### src/rtl/wb_stage_pkg.sv
// Shared definitions for the write-back stage: bus layout, CP0 address map,
// exception encodings and the ex_code -> Cause.ExcCode translation.
package wb_stage_pkg;

  localparam int          MS_TO_WS_BUS_WD = 117;
  localparam logic [31:0] EX_ENTRY_DEF    = 32'hBFC0_0380;

  // CP0 addresses as {rd, sel}
  localparam logic [7:0] CP0_BADVADDR = {5'd8,  3'd0};
  localparam logic [7:0] CP0_COUNT    = {5'd9,  3'd0};
  localparam logic [7:0] CP0_COMPARE  = {5'd11, 3'd0};
  localparam logic [7:0] CP0_STATUS   = {5'd12, 3'd0};
  localparam logic [7:0] CP0_CAUSE    = {5'd13, 3'd0};
  localparam logic [7:0] CP0_EPC      = {5'd14, 3'd0};

  typedef enum logic [2:0] {
    EX_NONE = 3'd0, EX_INT = 3'd1, EX_ADEL = 3'd2, EX_ADES = 3'd3,
    EX_SYS  = 3'd4, EX_BP  = 3'd5, EX_RI   = 3'd6, EX_OV   = 3'd7
  } ex_code_e;

  // Field order matches the mem_stage packing, MSB first (117 bits).
  typedef struct packed {
    logic [31:0] badvaddr;
    logic [7:0]  cp0_addr;
    logic        mfc0;
    logic        mtc0;
    ex_code_e    ex_code;
    logic        eret;
    logic        bd;
    logic        gr_we;
    logic [4:0]  dest;
    logic [31:0] result;
    logic [31:0] pc;
  } ms_to_ws_bus_t;

  function automatic logic [4:0] exc_code(input ex_code_e c);
    case (c)
      EX_INT:  return 5'h00;
      EX_ADEL: return 5'h04;
      EX_ADES: return 5'h05;
      EX_SYS:  return 5'h08;
      EX_BP:   return 5'h09;
      EX_RI:   return 5'h0a;
      EX_OV:   return 5'h0c;
      default: return 5'h00;
    endcase
  endfunction

endpackage

### src/rtl/wb_stage_cp0_regfile.sv
// CP0 register file: BadVAddr, Count, Compare, Status, Cause, EPC.
// Ports: ex_i/eret_i commit events, mtc0_i write strobe (already qualified),
// addr_i {rd,sel} shared by read and write, wdata_i MTC0 data, exception
// info (ex_code_i, bd_i, pc_i, badvaddr_i), hw_int_i level interrupts.
// Outputs: rdata_o combinational MFC0 data, epc_o current EPC, int_req_o.
module cp0_regfile
  import wb_stage_pkg::*;
#(
  parameter int COUNT_DIV = 2
) (
  input  logic        clk,
  input  logic        resetn,
  input  logic        ex_i,
  input  logic        eret_i,
  input  logic        mtc0_i,
  input  logic [7:0]  addr_i,
  input  logic [31:0] wdata_i,
  input  ex_code_e    ex_code_i,
  input  logic        bd_i,
  input  logic [31:0] pc_i,
  input  logic [31:0] badvaddr_i,
  input  logic [5:0]  hw_int_i,
  output logic [31:0] rdata_o,
  output logic [31:0] epc_o,
  output logic        int_req_o
);

  logic [31:0] count_q, count_d, compare_q, compare_d;
  logic [31:0] epc_q, epc_d, badv_q, badv_d;
  logic [7:0]  im_q, im_d, ip_q, ip_d;
  logic        exl_q, exl_d, ie_q, ie_d;
  logic        bd_q, bd_d, ti_q, ti_d, tick_q, tick_d;
  logic [4:0]  exc_q, exc_d;
  logic        wr_compare;
  logic [31:0] status, cause;

  // BEV is hard-wired to 1; only IM/EXL/IE are stored.
  assign status = {9'b0, 1'b1, 6'b0, im_q, 6'b0, exl_q, ie_q};
  assign cause  = {bd_q, ti_q, 14'b0, ip_q, 1'b0, exc_q, 2'b0};

  always_comb begin
    tick_d     = ~tick_q;
    count_d    = count_q;
    compare_d  = compare_q;
    epc_d      = epc_q;
    badv_d     = badv_q;
    im_d       = im_q;
    exl_d      = exl_q;
    ie_d       = ie_q;
    bd_d       = bd_q;
    exc_d      = exc_q;
    ip_d       = ip_q;
    ti_d       = ti_q;
    wr_compare = 1'b0;
    if (COUNT_DIV == 1 || tick_q) count_d = count_q + 32'd1;
    if (ex_i) begin
      exc_d = exc_code(ex_code_i);
      // Nested exceptions keep the original EPC/BD.
      if (!exl_q) begin
        epc_d = bd_i ? pc_i - 32'd4 : pc_i;
        bd_d  = bd_i;
      end
      exl_d = 1'b1;
      if (ex_code_i == EX_ADEL || ex_code_i == EX_ADES) badv_d = badvaddr_i;
    end else if (eret_i) begin
      exl_d = 1'b0;
    end else if (mtc0_i) begin
      case (addr_i)
        CP0_COUNT:   count_d = wdata_i;
        CP0_COMPARE: begin compare_d = wdata_i; wr_compare = 1'b1; end
        CP0_STATUS:  begin im_d = wdata_i[15:8]; exl_d = wdata_i[1]; ie_d = wdata_i[0]; end
        CP0_CAUSE:   ip_d[1:0] = wdata_i[9:8];
        CP0_EPC:     epc_d = wdata_i;
        default: ;
      endcase
    end
    // Timer match uses post-update values; a Compare write clears and wins.
    if (count_d == compare_d) ti_d = 1'b1;
    if (wr_compare)           ti_d = 1'b0;
    ip_d[7:2] = {hw_int_i[5] | ti_d, hw_int_i[4:0]};
  end

  always_ff @(posedge clk or negedge resetn) begin
    if (!resetn) begin
      tick_q    <= 1'b0;
      count_q   <= '0;
      compare_q <= '0;
      epc_q     <= '0;
      badv_q    <= '0;
      im_q      <= '0;
      exl_q     <= 1'b0;
      ie_q      <= 1'b0;
      bd_q      <= 1'b0;
      exc_q     <= '0;
      ip_q      <= '0;
      ti_q      <= 1'b0;
    end else begin
      tick_q    <= tick_d;
      count_q   <= count_d;
      compare_q <= compare_d;
      epc_q     <= epc_d;
      badv_q    <= badv_d;
      im_q      <= im_d;
      exl_q     <= exl_d;
      ie_q      <= ie_d;
      bd_q      <= bd_d;
      exc_q     <= exc_d;
      ip_q      <= ip_d;
      ti_q      <= ti_d;
    end
  end

  always_comb begin
    case (addr_i)
      CP0_BADVADDR: rdata_o = badv_q;
      CP0_COUNT:    rdata_o = count_q;
      CP0_COMPARE:  rdata_o = compare_q;
      CP0_STATUS:   rdata_o = status;
      CP0_CAUSE:    rdata_o = cause;
      CP0_EPC:      rdata_o = epc_q;
      default:      rdata_o = '0;
    endcase
  end

  assign epc_o     = epc_q;
  assign int_req_o = ie_q & ~exl_q & |(ip_q & im_q);

endmodule

### src/rtl/wb_stage.sv
// Write-back stage: GPR write port and forwarding, exception/ERET commit
// with flush outputs (WS_EX, ERET, ex_pc), CP0 access via cp0_regfile,
// and the debug trace port. Always accepts (ws_allowin=1).
module wb_stage
  import wb_stage_pkg::*;
#(
  parameter logic [31:0] EX_ENTRY  = EX_ENTRY_DEF,
  parameter int          COUNT_DIV = 2
) (
  input  logic                       clk,
  input  logic                       resetn,
  input  logic                       ms_to_ws_valid,
  input  logic [MS_TO_WS_BUS_WD-1:0] ms_to_ws_bus,
  output logic                       ws_allowin,
  output logic                       rf_we,
  output logic [4:0]                 rf_waddr,
  output logic [31:0]                rf_wdata,
  output logic [4:0]                 WB_dest,
  output logic [31:0]                WB_dest_data,
  output logic                       WS_EX,
  output logic                       ERET,
  output logic [31:0]                ex_pc,
  input  logic [5:0]                 hw_int,
  output logic                       int_req,
  output logic [31:0]                debug_wb_pc,
  output logic [3:0]                 debug_wb_rf_wen,
  output logic [4:0]                 debug_wb_rf_wnum,
  output logic [31:0]                debug_wb_rf_wdata
);

  logic          ws_valid_q;
  ms_to_ws_bus_t bus_q;
  logic [31:0]   cp0_rdata, cp0_epc;
  logic          mtc0_we;

  always_ff @(posedge clk or negedge resetn) begin
    if (!resetn) begin
      ws_valid_q <= 1'b0;
      bus_q      <= '0;
    end else begin
      // The instruction behind a committing exception/ERET is flushed with it.
      ws_valid_q <= (WS_EX | ERET) ? 1'b0 : ms_to_ws_valid;
      if (ms_to_ws_valid) bus_q <= ms_to_ws_bus_t'(ms_to_ws_bus);
    end
  end

  assign ws_allowin = 1'b1;
  assign WS_EX      = ws_valid_q && (bus_q.ex_code != EX_NONE);
  assign ERET       = ws_valid_q && bus_q.eret && (bus_q.ex_code == EX_NONE);
  assign ex_pc      = WS_EX ? EX_ENTRY : ERET ? cp0_epc : 32'h0;
  assign mtc0_we    = ws_valid_q & bus_q.mtc0 & ~WS_EX;

  assign rf_we        = ws_valid_q & bus_q.gr_we & ~WS_EX;
  assign rf_waddr     = bus_q.dest;
  assign rf_wdata     = bus_q.mfc0 ? cp0_rdata : bus_q.result;
  assign WB_dest      = bus_q.dest & {5{ws_valid_q}};
  assign WB_dest_data = rf_wdata & {32{ws_valid_q}};

  assign debug_wb_pc       = bus_q.pc;
  assign debug_wb_rf_wen   = {4{rf_we}};
  assign debug_wb_rf_wnum  = rf_waddr;
  assign debug_wb_rf_wdata = rf_wdata;

  cp0_regfile #(.COUNT_DIV(COUNT_DIV)) u_cp0 (
    .clk       (clk),
    .resetn    (resetn),
    .ex_i      (WS_EX),
    .eret_i    (ERET),
    .mtc0_i    (mtc0_we),
    .addr_i    (bus_q.cp0_addr),
    .wdata_i   (bus_q.result),
    .ex_code_i (bus_q.ex_code),
    .bd_i      (bus_q.bd),
    .pc_i      (bus_q.pc),
    .badvaddr_i(bus_q.badvaddr),
    .hw_int_i  (hw_int),
    .rdata_o   (cp0_rdata),
    .epc_o     (cp0_epc),
    .int_req_o (int_req)
  );

endmodule
### config.mk
export PLATFORM = sky130hd
export DESIGN_NAME = wb_stage
export DESIGN_NICKNAME = d
export VERILOG_FILES = /design/src/rtl/wb_stage_pkg.sv /design/src/rtl/wb_stage_cp0_regfile.sv /design/src/rtl/wb_stage.sv
export SDC_FILE = /design/constraint.sdc
export NUM_CORES = 1
export LEC_CHECK = 0
export BUFFER_PORTS_ARGS = -buffer_cell sky130_fd_sc_hd__buf_4
export CORE_MARGIN = 3
export CORE_UTILIZATION = 62
export CTS_BUF_LIST = sky130_fd_sc_hd__clkbuf_8
export CTS_CLUSTER_SIZE = 30
export DETAILED_ROUTE_END_ITERATION = 8
export GPL_ROUTABILITY_DRIVEN = 0
export PLACE_DENSITY_LB_ADDON = 0.08
export SLEW_MARGIN = 30
export SYNTH_ARGS = -nofsm -noshare
export SYNTH_HDL_FRONTEND = slang
export SYNTH_SLANG_ARGS = --single-unit
### constraint.sdc
create_clock -name clk -period 4.7 [get_ports clk]
set_input_delay 0.235 -clock clk [delete_from_list [all_inputs] [get_ports clk]]
set_output_delay 0.235 -clock clk [all_outputs]
set_load 0.1 [all_outputs]
==> implementation parameters, run 1 <==
Parameter                              Value

Clocking
  Clock tree from TritonCTS    yes
  Cell at the root of the clock tree    clkbuf_8
  Number of levels the H-tree was split into    2
  CTS Hold Bufs    124
  Number of sinks handled by clock tree synthesis    around 270
  Worst skew pair latency    between 500 and 600 ps
  Reg clk slew, reported paths    60 ps
  Number of gates resized after cts    0
  Setup repair bufs after CTS    0
  Max Root-Sink Buffers    3
  Clock buffers created by TritonCTS    47

Worst setup path
  Critical path launch point type    flip-flop
  Worst Path Buf+Inv    2
  Worst setup slack for register-to-register paths    between 800 and 900 ps
  CP max-delay cell    nor2_1
  Crit path capture type    output pin
  Cell-by-cell listing of the critical path    or3_1 > nor3b_1 > nand3b_1 > nor2_1 > buf_4 > nand2_1 > nand2_1 > a21oi_1 > o22ai_1 > and2_1 > buf_4
  Worst reg2reg startpoint    bus_q[81]
  Worst R2R Path Depth    8
  Data required time of the critical path    around 4500 ps
  Cell class contributing the biggest share of worst-path delay    simple AND/OR/NAND/NOR gates
  Crit path from    bus_q[79]
  Highest cell delay on the worst timing path    ~710 ps
  FF-to-FF End    u_cp0.ip_q[7]
  WP depth    11
  Signal arrival time at the worst endpoint    4190 ps
  Critical-path maximum fanout    14
  Startpoint-to-endpoint class of the critical path    reg -> out

Floorplanning
  Die Wd    around 160 microns
  Die height    around 160 microns
  Core Footprint    between 0.02 and 0.025 sq mm
  Die Outline Area    approximately 0.027 sq mm
  Std cell rows    57
  Num ports    310
  Starting Density    ~63%

Synthesis
  Number of synthesis warnings    0
  Synthesized netlist cell count    roughly 1600
  Number of register bits inferred by synthesis    around 270
  Ys async rst share    between 90% and 100%
  Post-synthesis sequential area ratio    around 44%
  Number of enable-type register cells in the synthesized netlist    0
  Avg Inst Size Synth    roughly 9.6 sq um
  Commonest register cell after synthesis    dfrtp_1
  Post-synth design cell area    approximately 0.015 sq mm
  Post-synth net total    about 1700
  Number of distinct library cells after synthesis    approximately 80

Routing
  Detail Route Antenna Nets    0
  Detail-routed via count per cell    roughly 6.2
  First-iteration detailed-routing DRC count    around 1800
  Total via count in the routed design    13994
  Sum of routed wire length over all layers    between 50000 and 60000 microns
  Routed wirelength normalized by instance count    22.6 microns
  Post-detailed-route DRC marker count    0
  Detailed-router iteration count before antenna repair    6

GRT
  Number of antenna violations at the first check in global routing    1
  Via count of the first global-routing pass    between 10000 and 15000
  GR Util met2    59.1%
  Met1 GRT Util    50.2%
  Overall Global Routing Usage    a little under two fifths
  Remaining global-route overflow    0
  First-pass GRT wire length    around 78000 microns
  Gr busiest metal    met2
  Met3 Resource Use GR    between 10% and 20%
  Pin count of the biggest net entering global routing    130

Timing
  Worst hold-check slack    about 250 ps
  Pin slew with the least headroom to its limit    872 ps
  Relative slew slack    a little over two fifths
  Final number of max-transition violations    0
  Post-route minimum period    roughly 4400 ps
  Max frequency    0.226 GHz
  Final count of hold timing violations    0
  RSZ-0062 raised after global routing    no
  Accumulated negative setup slack    0 ps
  Endpoints failing setup    0
  Share of the cycle needed by the critical path after routing    about 94%
  Final setup skew    ~19 ps

Flow run
  MaxCap Viol Count    0

Layout
  Area growth from synthesis to final layout    26.3%
  Final Core Density    79.7%
  Filler Cell Count    roughly 1600
  Layout cells sized above 1    just under 30%
  Multi-input combinational cell area    approximately 0.0074 sq mm
  NumNets Final    2043
  FF+latch area    between 0.006 and 0.007 sq mm

Power
  Total power    around 7.6 mW
  Cell area power density    just under 400 mW/mm^2
  Cell leakage power    between 8 and 9 nW
  Worst IR drop on VDD    0.316 mV

Placement
  IO buf count    ~310
  Total half-perimeter wirelength after legalization and detailed placement    34100 microns

Min path
  Worst min-delay path class    in -> async

Run status
  Status    finished clean
per-stage QoR:
stage / instances / setup WS (ps) / area, sq um
2_1_floorplan: 1608 / 31.2 / 15400
3_3_place_gp: 2066 / 1010 / 17300
3_5_place_dp: 2066 / 945 / 17300
4_1_cts: 2273 / 432 / 19400
5_1_grt: 2273 / 73.2 / 19400
6_report: 2274 / 273 / 19400
registers in the layout (all words and copies together) (netlist names), 4 cells and up:
| register | cells |
|---|---|
| bus_q | 80 |
| debug_wb_pc | 32 |
| debug_wb_rf_wnum | 5 |
| u_cp0.badv_q | 32 |
| u_cp0.compare_q | 32 |
| u_cp0.count_q | 32 |
| u_cp0.epc_o | 32 |
| u_cp0.exc_q | 4 |
| u_cp0.im_q | 8 |
| u_cp0.ip_q | 8 |
placed cells by master, fill, tap and decap left out, drive strengths merged, types with 11 or more instances in the layout:
master / count
buf: 331
dfrtp: 271
nand2: 175
mux2: 133
dlygate4sd3: 124
nor2: 122
o21ai: 112
a21oi: 83
and2: 63
clkbuf: 59
inv: 51
xnor2: 49
a221oi: 28
o22ai: 28
xor2: 26
nor3: 24
nand4: 21
nand3: 21
a22o: 20
mux2i: 19
nor4: 17
a22oi: 15
or4: 15
or3: 11
layout make-up:
cell class / count / area share [%]
inverter: 33 / 0.637
tap: 324 / 2.09
multi-input combinational: 1107 / 38.3
clock buffer: 59 / 4.18
timing repair buffer: 455 / 19.4
antenna: 1 / 0.0129
clock inverter: 24 / 0.554
sequential: 271 / 34.9
cells in the mapped netlist, types with 4 or more instances:
cell	instances	share of area, %
a22o_1	20	1.1
buf_2	16	0.52
xnor2_1	49	2.8
inv_1	32	0.78
and3_1	9	0.37
o21ai_0	107	3.5
or4_4	4	0.29
buf_4	80	3.9
o211ai_1	4	0.20
a22oi_1	15	0.73
clkbuf_1	90	2.2
and2_1	63	2.6
a211oi_1	9	0.44
nand3b_1	4	0.20
dfrtp_1	271	44
nand2b_1	5	0.20
nor2_1	122	3.0
o221ai_1	5	0.28
nand3_1	18	0.59
mux2i_1	19	1.2
and4_1	7	0.40
xnor3_1	6	0.88
o31ai_1	7	0.34
o22ai_1	28	1.1
a221oi_1	28	1.6
a21oi_1	83	2.7
nor4_1	14	0.57
buf_1	7	0.17
xor2_1	26	1.5
nand4_1	20	0.81
nor3_1	23	0.75
a222oi_1	6	0.39
nand2_1	175	4.3
mux2_2	133	9.7
o2bb2ai_1	5	0.28
or4_1	10	0.49
or3_1	8	0.33
a31oi_1	5	0.20
o211a_1	5	0.33
per-layer routing:
layer	share of wire (%)	routed length, microns
met1	39	20100
met2	46	23600
met3	12	5920
met4	3.4	1740
met5	0	0
power breakdown:
group	total [mW]	switching (mW)	leakage, nW	internal, mW
sequential	3.20	0.500	3.38	2.70
clock	2.12	0.992	0.535	1.13
combinational	2.29	1.59	4.88	0.698
worst max path at each step:
stage / to / slack, ps
global placement: u_cp0.ip_q[7] / 1010
CTS: WB_dest_data[26] / 430
floorplan: WB_dest_data[15] / 30
global route: WB_dest_data[30] / 70
detailed placement: u_cp0.ip_q[7] / 950
finish: WB_dest_data[30] / 270
cells by family (layout without fill, tap and decap cells):
group,count (synthesis),count (layout),synth area share [%]
adders and majority gates,2,2,0.162
and+or+nand+nor,513,513,16.8
other,1,2,0.0244
buffers and inverters,230,571,7.84
muxes,152,152,11.0
AOI/OAI and AO/OA,358,358,15.0
xor gates and xnor gates,81,81,5.14
DFF,271,271,44.0
No activity file was read; power rests on OpenSTA's default activity.
==> run 2, diff against run 1 <==
Settings changed: PLACE_DENSITY from default to 0.89, PLACE_DENSITY_LB_ADDON 0.08 to default.
==> implementation parameters, run 2 (synthesis gave the netlist of run 1 again) <==
Parameter                              Value

Run status
  Status    finished clean

Flow run
  MaxCap Viol Count    0 (unchanged)

Timing
  Worst hold-check slack    132 ps (-120 ps)
  Relative slew slack    39.7% (-2.2 points)
  Final setup skew    27.4 ps (+8.39 ps)
  Post-route minimum period    4410 ps (-17.7 ps)
  Final count of hold timing violations    0 (unchanged)
  Share of the cycle needed by the critical path after routing    93.8% (-0.38 points)
  RSZ-0062 raised after global routing    no
  Max frequency    0.227 GHz (+0.40%)
  Final number of max-transition violations    0 (unchanged)
  Accumulated negative setup slack    0 ps (unchanged)
  Endpoints failing setup    0 (unchanged)
  Pin slew with the least headroom to its limit    902 ps (+29.8 ps)

Clocking
  Number of levels the H-tree was split into    2 (unchanged)
  Setup repair bufs after CTS    0 (unchanged)
  Number of sinks handled by clock tree synthesis    271 (unchanged)
  Clock buffers created by TritonCTS    45 (-4.3%)
  Number of gates resized after cts    0 (unchanged)
  Clock tree from TritonCTS    yes
  Reg clk slew, reported paths    60 ps (about the same)
  Worst skew pair latency    560 ps (-20 ps)
  Cell at the root of the clock tree    clkbuf_8
  Max Root-Sink Buffers    3 (unchanged)

Layout
  Top register by number of flip-flops    bus_q
  NumNets Final    2046 (+0.15%)
  Commonest cells after routing, fill and taps aside    332 x buf_4, 271 x dfrtp_1, 175 x nand2_1, 133 x mux2_2, 124 x dlygate4sd3_1
  Commonest non-fill, non-tap cell in the layout    buf_4
  Layout cells sized above 1    29.0% (+0.094 points)
  Area growth from synthesis to final layout    26.8%
  Max FFs per register    80 (unchanged)
  Count of inserted antenna diode cells    0 (-1)
  Final design instance area without fill    0.0195 sq mm (+0.41%)
  Final Core Density    80.0% (+0.33 points)

Worst setup path
  Signal arrival time at the worst endpoint    4170 ps (-20 ps)
  Crit path capture type    output pin
  Worst Path Buf+Inv    2 (unchanged)
  CP max-delay cell    nor2_1
  Data required time of the critical path    4470 ps (about the same)
  Critical path launch point type    flip-flop
  Highest cell delay on the worst timing path    590 ps (-120 ps)
  Critical-path maximum fanout    16 (+2)
  Cell-by-cell listing of the critical path    or3_1 > nor3b_1 > nand3b_1 > nor2_1 > buf_4 > nand2_1 > nand2_1 > a21oi_1 > o22ai_1 > and2_1 > buf_4
  Cell class contributing the biggest share of worst-path delay    simple AND/OR/NAND/NOR gates
  Startpoint-to-endpoint class of the critical path    reg -> out

Routing
  Detailed-router iteration count before antenna repair    8 (+2)
  Post-detailed-route DRC marker count    0 (unchanged)
  Routed wirelength normalized by instance count    23.7 microns (+4.9%)
  First-iteration detailed-routing DRC count    2575 (+46%)
  Detail-routed via count per cell    6.52 (+5.9%)
  Sum of routed wire length over all layers    53900 microns (+5.0%)
  Total via count in the routed design    14846 (+6.1%)
  Detail Route Antenna Nets    0 (unchanged)

GRT
  Overall Global Routing Usage    39.6% (+1.8 points)
  Pin count of the biggest net entering global routing    110 (-15%)
  Via count of the first global-routing pass    14729 (+6.3%)
  Remaining global-route overflow    0 (unchanged)
  Number of antenna violations at the first check in global routing    0 (-1)
  First-pass GRT wire length    82400 microns (+5.3%)

Power
  Share of total power in combinational logic    29.9% (-0.2 points)
  Clk network pwr share    28.5% (+0.7 points)
  Switch Pwr    3.15 mW (+2.1%)
  Cell area power density    398 mW/mm^2 (+1.6%)
  Worst IR drop on VDD    0.386 mV (+22%)
  Total power    7.76 mW (+2.0%)
  Sw Ratio    40.6% (about the same)
  Internal portion of total power    4.61 mW (+2.0%)
  Cell leakage power    8.85 nW (+0.58%)
  Flop pwr share    41.6% (-0.4 points)

Placement
  Total half-perimeter wirelength after legalization and detailed placement    35100 microns (+3.0%)
  Area of placed instances    0.0173 sq mm (+0.10%)
  IO buf count    308 (unchanged)

Floorplanning
  Num ports    310 (unchanged)
  Std cell rows    57 (unchanged)
  Die Wd    164 microns (unchanged)
  Die height    164 microns (unchanged)
  Core Footprint    0.0244 sq mm (unchanged)
  Die Outline Area    0.0268 sq mm (unchanged)
  Starting Density    63.1% (unchanged)

Min path
  Worst min-delay path class    in -> reg
==> run 2: cell count changes in the layout (fill, tap and decap cells not counted), sizes merged <==
cell and change:
buf +5, clkbuf -1, bufinv +2, clkinvlp -1, diode -1, inv -1
==> run 2: worst paths after layout <==
| check | start | to | slack (ps) | cells past startpoint |
|---|---|---|---|---|
| worst max-delay path | bus_q[79] | WB_dest_data[30] | 290 | 11 |
| worst min-delay path | ms_to_ws_valid | bus_q[58] | 130 | 2 |
| worst max register to register | bus_q[81] | u_cp0.ip_q[7] | 710 | 9 |
| worst min register to register | bus_q[102] | u_cp0.badv_q[17] | 510 | 1 |
| max in group asynchronous | resetn | u_cp0.ip_q[1] | 3020 | 3 |
| min in group asynchronous | resetn | u_cp0.badv_q[21] | 360 | 2 |
==> run 2: routing by layer <==
layer  global-route usage (%)  vias up  part of all wire (%)
met2                     62.1     1229                    45
met3                     14.1      305                    14
met4                     17.3        0                   5.7
met5                        0        -                     0
li1                         -     6263                     -
met1                     49.7     7049                    35
==> run 2: power groups by stage <==
| stage | Clock [mW] | Sequential, mW | Combinational [mW] |
|---|---|---|---|
| 6_report | 2.21 | 3.23 | 2.32 |
| 5_1_grt | 2.32 | 3.24 | 2.43 |
| 4_1_cts | 2.19 | 3.17 | 2.29 |
| 3_5_place_dp | 0 | 3.20 | 2.19 |
| 3_3_place_gp | 0 | 3.19 | 2.13 |
| 2_1_floorplan | 0 | 2.94 | 1.83 |
==> run 2: worst register-to-register path: stages, from the launching register on <==
cell	delay (ps)
dfrtp_1	690
or4b_1	780
or4_4	840
o22ai_1	330
a22oi_1	90
a22oi_1	240
o211ai_1	130
nor4_1	480
nand4_1	200
nand3b_1	150
==> run 2: area by class of cell <==
cell class                 instances  area, sq um
multi-input combinational       1107         7440
timing repair buffer             460         3820
clock inverter                    24          151
clock buffer                      58          798
tap                              324          405
inverter                          33          124
fill                            1452         4870
sequential                       271         6780
==> run 2: stage by stage <==
step	instances	setup slack, ps
global route	2277	127
global placement	2070	1060
detailed placement	2070	894
floorplan	1608	31.2
CTS	2276	382
finish	2277	291
==> run 2: repair_timing <==
item,4_1_cts,5_1_grt
endpoints found under the setup margin,0,0
hold buffers,124,0
endpoints found under the hold margin,230,0
